## config.mk

```make
export PLATFORM = sky130hd
export DESIGN_NAME = search_sequencer
export DESIGN_NICKNAME = d
export VERILOG_FILES = /design/src/rtl/search_sequencer.sv
export SDC_FILE = /design/constraint.sdc
export NUM_CORES = 1
export LEC_CHECK = 0
export BUFFER_PORTS_ARGS = -buffer_cell sky130_fd_sc_hd__buf_2
export CAP_MARGIN = 25
export CORE_MARGIN = 5
export CORE_UTILIZATION = 43
export CTS_BUF_LIST = sky130_fd_sc_hd__clkbuf_8
export CTS_CLUSTER_SIZE = 25
export DETAILED_ROUTE_END_ITERATION = 16
export PLACE_DENSITY = 0.77
export SLEW_MARGIN = 10
export SYNTH_ARGS = -nofsm -noshare
export SYNTH_HDL_FRONTEND = slang
export SYNTH_SLANG_ARGS = --single-unit
```

## constraint.sdc

```tcl
create_clock -name clk -period 4.3 [get_ports clk]
set_clock_uncertainty 0.15 [all_clocks]
set_input_delay 0.86 -clock clk [delete_from_list [all_inputs] [get_ports clk]]
set_output_delay 0.86 -clock clk [all_outputs]
set_load 0.01 [all_outputs]
```

## src/rtl/search_sequencer.sv

```systemverilog
// search_sequencer
//   Sequences one NLFSR tap-search session. Each attempt clears the
//   PRNG/selector/NLFSR (CLEAR), lets the selector draw a tap set (GEN), then
//   runs the NLFSR on it (RUN). A failure triggers a fresh attempt until the
//   attempt budget is used up. A full-period result, an exhausted budget or an
//   abort ends the session with a one-cycle done pulse (REPORT).
//
// Optional feature macro: SEARCH_TIMEOUT_EN
//   When defined, a RUN-phase watchdog treats a RUN lasting TIMEOUT_CYCLES
//   cycles without any NLFSR response as a failure.
//
// Ports
//   clk           clock
//   res           synchronous active-high reset
//   start         begin a session (sampled in IDLE only)
//   abort         end the session early (sampled in CLEAR/GEN/RUN)
//   sub_res       reset to PRNG/selector/NLFSR (res or CLEAR)
//   gen_ena       PRNG enable (GEN)
//   sel_done      selector finished a tap set
//   taps          tap vector from the selector
//   nlfsr_ena     NLFSR enable (RUN)
//   nlfsr_found   NLFSR completed a full period
//   nlfsr_failure NLFSR hit a short cycle
//   busy          session in progress
//   done          one-cycle end-of-session pulse
//   found         session found a full-period tap set
//   exhausted     session used up its attempt budget
//   found_taps    winning tap vector
//   attempts      failed attempts in this session
module search_sequencer #(
  parameter int NUM_OF_TAPS    = 15,
  parameter int ATT_W          = 16,
  parameter int MAX_ATTEMPTS   = 1000,
  parameter int TIMEOUT_CYCLES = 70000
) (
  input  logic                     clk,
  input  logic                     res,
  input  logic                     start,
  input  logic                     abort,
  output logic                     sub_res,
  output logic                     gen_ena,
  input  logic                     sel_done,
  input  logic [NUM_OF_TAPS*8-1:0] taps,
  output logic                     nlfsr_ena,
  input  logic                     nlfsr_found,
  input  logic                     nlfsr_failure,
  output logic                     busy,
  output logic                     done,
  output logic                     found,
  output logic                     exhausted,
  output logic [NUM_OF_TAPS*8-1:0] found_taps,
  output logic [ATT_W-1:0]         attempts
);

  localparam int TW = NUM_OF_TAPS * 8;

  // Elaboration-time parameter sanity checks.
  if (MAX_ATTEMPTS < 1 || longint'(MAX_ATTEMPTS) > ((64'd1 << ATT_W) - 64'd1)) begin : g_chk_att
    $error("MAX_ATTEMPTS must be in 1..2^ATT_W-1");
  end
  if (TIMEOUT_CYCLES < 1) begin : g_chk_to
    $error("TIMEOUT_CYCLES must be at least 1");
  end

  typedef enum logic [2:0] {
    IDLE,
    CLEAR,
    GEN,
    RUN,
    REPORT
  } state_t;

  state_t            state;
  state_t            state_nxt;
  logic [TW-1:0]     tap_reg;
  logic [ATT_W-1:0]  att_inc;
  logic              fail_evt;
  logic              budget_out;

`ifdef SEARCH_TIMEOUT_EN
  localparam int RC_W = $clog2(TIMEOUT_CYCLES + 1);

  logic [RC_W-1:0] run_cnt;

  // Counts RUN cycles of the current attempt; cleared when the tap set is taken.
  always_ff @(posedge clk) begin
    if (res) begin
      run_cnt <= '0;
    end else if (state == GEN && sel_done) begin
      run_cnt <= '0;
    end else if (state == RUN) begin
      run_cnt <= run_cnt + RC_W'(1);
    end
  end

  // The last permitted RUN cycle without a response counts as a failure.
  always_comb begin
    fail_evt = nlfsr_failure || (run_cnt == RC_W'(TIMEOUT_CYCLES - 1));
  end
`else
  always_comb begin
    fail_evt = nlfsr_failure;
  end
`endif

  always_comb begin
    att_inc    = attempts + ATT_W'(1);
    budget_out = (att_inc == ATT_W'(MAX_ATTEMPTS));
  end

  // Next-state logic. abort outranks everything in CLEAR/GEN/RUN; in RUN a
  // found result outranks a (real or watchdog) failure.
  always_comb begin
    state_nxt = state;
    unique case (state)
      IDLE:    if (start) state_nxt = CLEAR;
      CLEAR:   state_nxt = abort ? REPORT : GEN;
      GEN: begin
        if (abort)         state_nxt = REPORT;
        else if (sel_done) state_nxt = RUN;
      end
      RUN: begin
        if (abort)            state_nxt = REPORT;
        else if (nlfsr_found) state_nxt = REPORT;
        else if (fail_evt)    state_nxt = budget_out ? REPORT : CLEAR;
      end
      REPORT:  state_nxt = IDLE;
      default: state_nxt = IDLE;
    endcase
  end

  // Moore outputs; sub_res additionally follows res directly.
  always_comb begin
    sub_res   = res || (state == CLEAR);
    gen_ena   = (state == GEN);
    nlfsr_ena = (state == RUN);
    busy      = (state != IDLE);
    done      = (state == REPORT);
  end

  always_ff @(posedge clk) begin
    if (res) begin
      state      <= IDLE;
      tap_reg    <= '0;
      found      <= 1'b0;
      exhausted  <= 1'b0;
      found_taps <= '0;
      attempts   <= '0;
    end else begin
      state <= state_nxt;
      unique case (state)
        IDLE: begin
          if (start) begin
            found      <= 1'b0;
            exhausted  <= 1'b0;
            found_taps <= '0;
            attempts   <= '0;
          end
        end
        CLEAR: begin
          if (abort) begin
            found     <= 1'b0;
            exhausted <= 1'b0;
          end
        end
        GEN: begin
          if (abort) begin
            found     <= 1'b0;
            exhausted <= 1'b0;
          end else if (sel_done) begin
            tap_reg <= taps;
          end
        end
        RUN: begin
          if (abort) begin
            found     <= 1'b0;
            exhausted <= 1'b0;
          end else if (nlfsr_found) begin
            found_taps <= tap_reg;
            found      <= 1'b1;
          end else if (fail_evt) begin
            attempts <= att_inc;
            if (budget_out) exhausted <= 1'b1;
          end
        end
        default: ;
      endcase
    end
  end

endmodule

```

==> run metrics, run 1 <==
Seq pwr share between 40% and 50%; Final Hold Viols 0; via count roughly 9300; min cycle time layout ~3.1 ns; Layout Nets 1584; top cells by area, synth dfxtp_1, nand2_1, a21oi_1; CP required 3.29 ns; initial antenna violation count 4; period utilization between 70% and 80%; status complete, no violations; Max H-tree Level 2; dpl hpwl 16.8 mm; final count of negative-setup-slack endpoints 0; global route overflow 0; GP Congestion a little over 0.8; Yosys warning total 0; Core Area 22400 sq um; Achievable Freq 319 MHz; largest net degree at the start of global routing a little over 100; vias in the first global route between 8000 and 9000; input/output buffers 269; final setup TNS 0 ns; # DRC 0; Worst setup EP type primary output; IO Pins 270; Final ANT Viol Nets 0; clock sinks 261; P&R area growth vs syn 24.2%; Die X-Extent roughly 160 um; Initial Util between 40 and 50%; Mean Syn Cell Area approximately 7.9 sq um; hold_buf cts 0; P_sw 1.19 mW; worst hold path type reg -> reg; Net Count, Synth 1364; TritonCTS Buffers 43; Max VDD drop 0.227 mV; Cell Rows 55; CP arrival ~2.1 ns; Die H ~160 um; cell chain of the critical path and3b_4, buf_2; library cells used by synthesis between 40 and 50; type of origin of the critical path register; RSZ-0062 raised after global routing no; CP max stage delay between 0.8 and 0.9 ns; ys flop type dfxtp_1; PwrDens 412 nW/um^2; post-CTS sizing 0; Syn Inst Count 1236; number of enable flip-flop cells after synthesis 0; post-synth top area cell dfxtp_1; number of fill cells approximately 2100; switching portion of total power 24.0%; relative slew slack around a third; clock slew at reported path FFs roughly 0.06 ns; combinational share of power under 10%; max cap viols 0; CTS tree done; Clk pwr share ~44%; clk buf depth 3; Via density around 5.3; synthesized area 9710 sq um; Total GRT Usage between 10% and 20%; Initial DRC Count roughly 710; Async S/R FF share, synth 0%; top cell type's share of synthesized area between 50% and 60%; DR pass1 iterations 5; Seq cells post-synth between 200 and 300; Fin Hold WS around 0.30 ns; clock root cell clkbuf_8; Max FO, Critical Path 60; Post-CTS Repair Setup Buffers 0; WL/cell roughly 15 um; Slowest-stage cell, CP and3b_4; Worst Max-Slew Pin Slew between 1 and 1.5 ns; max-slew violations 0; ratio of cells with drive above 1 in the final layout a little under a quarter; WS Path Type reg -> out; first-pass GRT wire length ~44 mm; drt total wl ~27 mm; register area share after synthesis between 50% and 60%; cell-internal power 3.78 mW; worst-skew pair later-pin latency approximately 0.52 ns; die area approximately 26000 sq um; Static Leak between 4 and 5 nW
[power groups by stage]
stage          clock network (mW)  registers (mW)  logic, mW
2_1_floorplan                   0            2.49      0.192
3_3_place_gp                    0            2.50      0.321
3_5_place_dp                    0            2.50      0.320
4_1_cts                      2.27            2.45      0.321
5_1_grt                      2.38            2.45      0.352
6_report                     2.20            2.45      0.322
[critical path: cells and delay by family, from the launching register on]
family,cells,cell delay [ns]
DFF,1,0.50
buffers and inverters,1,0.28
and+or+nand+nor,1,0.81
[metrics by stage]
step	util (%)	setup slack [ns]	instances	instance area, sq um	power, mW
3_5_place_dp	49.7	1.27	1695	11100	2.82
3_3_place_gp	49.7	1.37	1695	11100	2.82
6_report	53.8	1.17	1775	12100	4.97
4_1_cts	53.7	1.14	1772	12000	5.03
2_1_floorplan	-	1.75	1236	9710	2.69
5_1_grt	53.7	1.04	1773	12100	5.18
[path summary, 6_finish.rpt]
kind	start	endpoint	slack [ns]	depth (start not counted)
setup / recovery	state[0]$_SDFFE_PP0P_	nlfsr_ena	1.17	2
hold / removal	found_taps[71]$_SDFFE_PP0P_	found_taps[71]$_SDFFE_PP0P_	0.30	2
setup reg to reg	state[2]$_SDFFE_PP0P_	found_taps[42]$_SDFFE_PP0P_	1.23	5
hold reg to reg	found_taps[71]$_SDFFE_PP0P_	found_taps[71]$_SDFFE_PP0P_	0.30	2
[layer usage]
| layer | vias to the layer above | track usage, % | wire length [um] |
|---|---|---|---|
| met5 | - | 0 | 37 |
| met1 | 4345 | 25.8 | 11700 |
| met4 | 6 | 5.87 | 498 |
| met2 | 344 | 32.6 | 12800 |
| li1 | 4594 | - | - |
| met3 | 45 | 5.39 | 2070 |
[Yosys cell counts, types with 3 or more instances]
cell      instances
nand4_1           4
dfxtp_1         261
nand2_1         369
and3_1            3
inv_1             4
o21ai_0           9
nand3b_1          3
nor2_1           31
a211oi_1          5
nand3_1         128
buf_2            19
xnor2_1           4
clkbuf_1         86
nand3_2           3
a211o_1           3
a21oi_1         260
or3_1             7
a31oi_1           3
[layout make-up]
type / count / area (sq um) / share of cell area (%)
diodes: 2 / 5.00 / 0.0415
clock buffers: 58 / 798 / 6.62
clock inverters: 19 / 103 / 0.851
inverters: 4 / 15.0 / 0.124
multi-input cells: 866 / 4100 / 34.0
flip-flops and latches: 261 / 5230 / 43.3
well taps: 285 / 357 / 2.96
repair buffers: 280 / 1460 / 12.1
[placed cells by master (no fill, tap or decap), types with 2 or more instances in the layout]
cell type / count
a211o_1: 3
nor4_1: 2
diode_2: 2
a211oi_1: 5
nand3_2: 3
clkbuf_8: 59
dfxtp_1: 261
or3_1: 7
xnor2_1: 4
buf_12: 2
inv_1: 20
buf_4: 9
nand3b_1: 3
and3_1: 2
a21oi_1: 260
nand2_1: 369
nor2_1: 31
nor3_1: 2
buf_2: 268
o21ai_0: 9
a31oi_1: 2
and2_1: 2
a41oi_1: 2
nand3_1: 127
nand4_1: 4
o21ai_1: 2
[logic make-up after synthesis]
logic type	count (synthesis)	synth area share, %
AND/OR/NAND/NOR	565	25.0
AO/OA/AOI/OAI	295	16.1
flip-flops	261	53.8
buffers and inverters	109	4.46
XOR/XNOR	5	0.451
adder cells (fa/ha/maj)	1	0.129
Power figures use the tool's default switching activity.
==> inputs of run 2 (changes only) <==
Clock period 4.3 ns to 3.1 ns, I/O delays scaled along.
==> run 2 against run 1 <==
  * Clock power grew 28%
  * Sequential power grew 39%
  * Global-route usage is essentially flat
  * Worst hold slack lost 0.11 ns
  * Wire length shrank 0.90%
  * Via count is essentially flat
  * Die area is the same
  * Count of clock-buffer cells in the layout shrank 6
  * Design area shrank 0.33%
  * Critical endpoint unchanged
==> run metrics, run 2 (same netlist as run 1, synthesis figures left out) <==
status complete, no violations (unchanged); most common cell after layout, fill and taps aside nand2_1 (unchanged); most frequent cells in the layout nand2_1, buf_2, dfxtp_1 (unchanged); worst hold path type in -> reg (was reg -> reg); first-pass GRT wire length 43.7 mm (was 43.6 mm); DR pass1 iterations 5 (unchanged); CP max stage delay 0.52 ns (was 0.81 ns); number of fill cells 2112 (was 2122); combinational share of power 6.9% (was 6.5%); # DRC 0 (unchanged); Cell Area, Placed 11200 sq um (was 11100 sq um); ratio of cells with drive above 1 in the final layout 23.7% (was 23.8%); type of origin of the critical path register (unchanged); Die H 160 um (unchanged); final setup TNS 0 ns (unchanged); period utilization about four fifths; CP arrival 1.75 ns (was 2.12 ns); switching portion of total power 24.7% (was 24.0%); CP required 2.33 ns (was 3.29 ns); Core Area 22400 sq um (unchanged); Layout Nets 1588 (was 1584); largest net degree at the start of global routing 158 (was 103); die area 25700 sq um (unchanged); Worst Max-Slew Pin Slew 0.986 ns (was 1.03 ns); Final Instance Area 12000 sq um (was 12100 sq um); Final Hold Viols 0 (unchanged); IO Pins 270 (unchanged); hold_buf cts 0 (unchanged); clock sinks 261 (unchanged); cell-internal power 5.02 mW (was 3.78 mW); PwrDens 555 nW/um^2 (was 412 nW/um^2); input/output buffers 269 (unchanged); P_sw 1.65 mW (was 1.19 mW); vias in the first global route 8817 (was 8779); RSZ-0062 raised after global routing no (unchanged); relative slew slack 34.3% (was 31.4%); GP Congestion 0.828 (was 0.829); worst-skew pair later-pin latency 0.52 ns (about the same); CTS tree done (unchanged); Max H-tree Level 2 (unchanged); WS Path Type reg -> out (unchanged); Achievable Freq 397 MHz; via count 9328 (was 9334); ANT cells 0 (was 2); Seq pwr share 50.9% (was 49.2%); clk buf depth 3 (unchanged); Die X-Extent 160 um (unchanged); min cycle time layout ~2.5 ns; cell chain of the critical path and3b_4, buf_2 (unchanged); dpl hpwl 16.7 mm (was 16.8 mm); Slowest-stage cell, CP and3b_4 (unchanged); clock root cell clkbuf_8 (unchanged); drt total wl 26.8 mm (was 27.1 mm); Via density 5.26 (about the same); Clk pwr share 42.2% (was 44.3%); P&R area growth vs syn 23.8% (was 24.2%); Static Leak 4.68 nW (was 4.70 nW); Initial DRC Count 782 (was 712); Total GRT Usage 19.9% (about the same); post-CTS sizing 0 (unchanged); Post-CTS Repair Setup Buffers 0 (unchanged); max cap viols 0 (unchanged); Cell Rows 55 (unchanged); final count of negative-setup-slack endpoints 0 (unchanged); initial antenna violation count 1 (was 4); TritonCTS Buffers 43 (unchanged); global route overflow 0 (unchanged); Final ANT Viol Nets 0 (unchanged); WL/cell 15.1 um (was 15.2 um); Max FO, Critical Path 25 (was 60); Initial Util 43.3% (unchanged); max-slew violations 0 (unchanged); clock slew at reported path FFs 0.06 ns (about the same); Worst setup EP type primary output (unchanged); Max VDD drop 0.329 mV (was 0.227 mV)
-- run 2: cell types whose count changed in the layout (fill, tap and decap cells not counted) --
cell | before | now
inv_1 | 20 | 21
buf_4 | 9 | 11
buf_12 | 2 | 4
clkinvlp_4 | 1 | 2
diode_2 | 2 | 0
inv_8 | 0 | 1
clkbuf_8 | 59 | 53
bufinv_16 | 1 | 0
-- run 2: critical path, delay by kind of cell (launching register included) --
kind	cells	cell delay, ns
buffers and inverters	1	0.21
DFF	1	0.50
and+or+nand+nor	1	0.52
-- run 2: power by group through the flow --
stage,registers (mW),logic (mW),clock network (mW)
after detailed placement,3.47,0.455,0
final,3.40,0.458,2.81
after global routing,3.40,0.497,3.08
after CTS,3.39,0.456,2.90
after global placement,3.47,0.459,0
after floorplan,3.46,0.266,0
-- run 2: final timing paths --
path / start / endpoint / slack, ns / depth (start not counted)
max: state[0]$_SDFFE_PP0P_ / nlfsr_ena / 0.58 / 2
min: taps[100] / tap_reg[100]$_SDFFE_PP0P_ / 0.18 / 3
max reg2reg: attempts[0]$_SDFFE_PP0P_ / state[0]$_SDFFE_PP0P_ / 0.68 / 7
min reg2reg: found_taps[8]$_SDFFE_PP0P_ / found_taps[8]$_SDFFE_PP0P_ / 0.30 / 2
-- run 2: metal layers --
metal / GRT usage [%] / wire length [um]
met1: 25.6 / 11500
met2: 32.2 / 12600
met3: 5.94 / 2140
met4: 6.34 / 593
met5: 0 / 13
-- run 2: final cells by class --
| class | instances | area (sq um) | share of cell area, % |
|---|---|---|---|
| clock inverter | 21 | 95.1 | 0.791 |
| inverter | 4 | 15.0 | 0.125 |
| clock buffer | 52 | 716 | 5.95 |
| timing repair buffer | 284 | 1520 | 12.6 |
| sequential | 261 | 5230 | 43.5 |
| multi-input combinational | 866 | 4100 | 34.1 |
| tap | 285 | 357 | 2.97 |
-- run 2: through the flow --
stage | util, % | setup slack, ns | std cells | hold WS, ns | power [mW]
final | 53.6 | 0.582 | 1773 | 0.182 | 6.67
after global placement | 50.0 | 0.751 | 1700 | 0.285 | 3.93
after CTS | 53.6 | 0.544 | 1773 | 0.142 | 6.75
after detailed placement | 50.0 | 0.708 | 1700 | 0.290 | 3.92
after global routing | 53.6 | 0.440 | 1773 | 0.148 | 6.97
after floorplan | - | 0.823 | 1236 | 0.287 | 3.73
==> inputs of run 3 (changes only) <==
Settings changed: PLACE_DENSITY 0.77 to 0.79.
Clock period 3.1 ns to 2.1 ns, I/O delays scaled along.
==> run 3 against run 2 <==
  * The run now ends with setup timing left
  * Combinational power grew 120%
  * Via count grew 12%
  * Critical path depth grew 1
  * Critical path type unchanged
  * Largest cell class unchanged
  * Largest power group unchanged
==> run metrics, run 3 (same netlist as run 1, synthesis figures left out) <==
first-pass GRT wire length 52.0 mm (was 43.7 mm); Slowest-stage cell, CP or3_4 (was and3b_4); Worst setup EP type primary output (unchanged); Final Hold Viols 0 (unchanged); CP required 1.53 ns (was 2.33 ns); initial antenna violation count 1 (unchanged); die area 25700 sq um (unchanged); clock sinks 261 (unchanged); Critical path destination busy (was nlfsr_ena); worst hold path type in -> reg (unchanged); most frequent cells in the layout nand2_1, buf_2, a21oi_1 (was nand2_1, buf_2, dfxtp_1); DR pass1 iterations 5 (unchanged); Worst R2R Path Depth 6 (was 7); Die H 160 um (unchanged); Initial Util 43.3% (unchanged); clock slew at reported path FFs 0.06 ns (about the same); Static Leak 5.57 nW (was 4.68 nW); fin worst setup slack -0.0188 ns (was 0.582 ns); via count 10424 (was 9328); vias in the first global route 10383 (was 8817); WP depth 3 (was 2); crit-path leading delay family simple AND/OR/NAND/NOR gates (unchanged); final setup TNS -0.0188 ns (was 0 ns); WL/cell 16.4 um (was 15.1 um); R2R Setup Slk 0.03 ns (was 0.68 ns); WHS Path Cells 3 (unchanged); Total GRT Usage 23.8% (was 19.9%); fin util 62.1% (was 53.6%); worst-skew pair later-pin latency 0.54 ns (was 0.52 ns); cell chain of the critical path or3_4, buf_4, buf_2 (was and3b_4, buf_2); most common cell after layout, fill and taps aside nand2_1 (unchanged); clock root cell clkbuf_8 (unchanged); min cycle time layout about 2.1 ns; Worst Setup Slack post-DPL -0.0162 ns (was 0.708 ns); placed cell count 1732 (was 1700); RR Startpoint attempts[1]$_SDFFE_PP0P_ (was attempts[0]$_SDFFE_PP0P_); ratio of cells with drive above 1 in the final layout 25.4% (was 23.7%); drt total wl 31.9 mm (was 26.8 mm); Max H-tree Level 2 (unchanged); relative slew slack 54.0% (was 34.3%); period utilization 101%; Initial DRC Count 923 (was 782); P&R area growth vs syn 43.4% (was 23.8%); CTS tree done (unchanged); final count of negative-setup-slack endpoints 1 (was 0); WS Path Type reg -> out (unchanged); max cap viols 0 (unchanged); TritonCTS Buffers 45 (was 43); Final Total Pwr 10.6 mW (was 6.67 mW); Max FO, Critical Path 3 (was 25); reg2reg end state[0]$_SDFFE_PP0P_ (unchanged); Cell Rows 55 (unchanged); RSZ-0062 raised after global routing yes (was no); Via density 5.35 (was 5.26); max-slew violations 0 (unchanged); Core Area 22400 sq um (unchanged); CP Launch Point state[0]$_SDFFE_PP0P_ (unchanged); dpl hpwl 17.6 mm (was 16.7 mm); CP arrival 1.55 ns (was 1.75 ns); largest net degree at the start of global routing 150 (was 158); # DRC 0 (unchanged); Achievable Freq roughly 470 MHz; status finished with violations (was complete, no violations); Worst Max-Slew Pin Slew 0.690 ns (was 0.986 ns); Max VDD drop 0.461 mV (was 0.329 mV); CP bufs+invs 2 (was 1); failing checks setup timing; global route overflow 0 (unchanged); type of origin of the critical path register (unchanged); GP Congestion 0.813 (was 0.828); Finished Layout Cells 1948 (was 1773); Layout Nets 1755 (was 1588); PwrDens 759 nW/um^2 (was 555 nW/um^2); clk buf depth 3 (unchanged); Final ANT Viol Nets 0 (unchanged); input/output buffers 269 (unchanged); CP max stage delay 0.39 ns (was 0.52 ns); Die X-Extent 160 um (unchanged); IO Pins 270 (unchanged)
[run 3: changes by cell type in the layout (fill, tap and decap cells not counted), sizes merged]
cell and change:
inv +4, diode +2, clkinvlp -2, bufbuf +1, dlygate4sd3 +120, dlymetal6s4s +1, bufinv +1, clkbuf +4
buf +43, clkinv +1
[run 3: how the worst min path moves through the flow]
stage	startpoint	end
after floorplan	tap_reg[0]$_SDFFE_PP0P_	tap_reg[0]$_SDFFE_PP0P_
after global routing	abort	state[1]$_SDFFE_PP0P_
after CTS	nlfsr_failure	state[1]$_SDFFE_PP0P_
final	nlfsr_failure	state[1]$_SDFFE_PP0P_
after detailed placement	found_taps[46]$_SDFFE_PP0P_	found_taps[46]$_SDFFE_PP0P_
after global placement	found_taps[57]$_SDFFE_PP0P_	found_taps[57]$_SDFFE_PP0P_
[run 3: final cells by class]
cell class,count,area (sq um)
repair buffers,449,3240
inverters,4,15.0
diodes,2,5.00
clock inverters,25,128
well taps,285,357
fillers,1790,8510
flip-flops and latches,261,5240
clock buffers,56,771
multi-input cells,866,4170
[run 3: per-layer routing]
metal	track usage [%]	part of all wire [%]
met1	28.9	40
met2	40.3	49
met3	5.75	7.0
met4	10.3	3.5
met5	0	0
[run 3: repair_timing]
item | CTS | global route
pin swaps | 3 | 5
resized for setup | 12 | 14
endpoints found under the setup margin | 6 | 112
setup buffers | 4 | 6
endpoints found under the hold margin | 121 | 0
cloned | 1 | 1
hold buffers | 121 | 0
[run 3: worst min-delay path, cell delays in order]
cell	delay [ns]
buf_2	0.14
nor2_1	0.09
o21a_1	0.11
[run 3: power breakdown]
part | switching, mW | internal [mW]
clock | 2.01 | 2.52
combinational | 0.575 | 0.452
sequential | 0.0201 | 4.98
[run 3: per-stage QoR]
step / hold slack (ns) / cell area [sq um]
after global routing: 0.126 / 13900
after detailed placement: 0.292 / 11600
after floorplan: 0.287 / 9730
final: 0.110 / 13900
after global placement: 0.285 / 11600
after CTS: 0.0826 / 13800
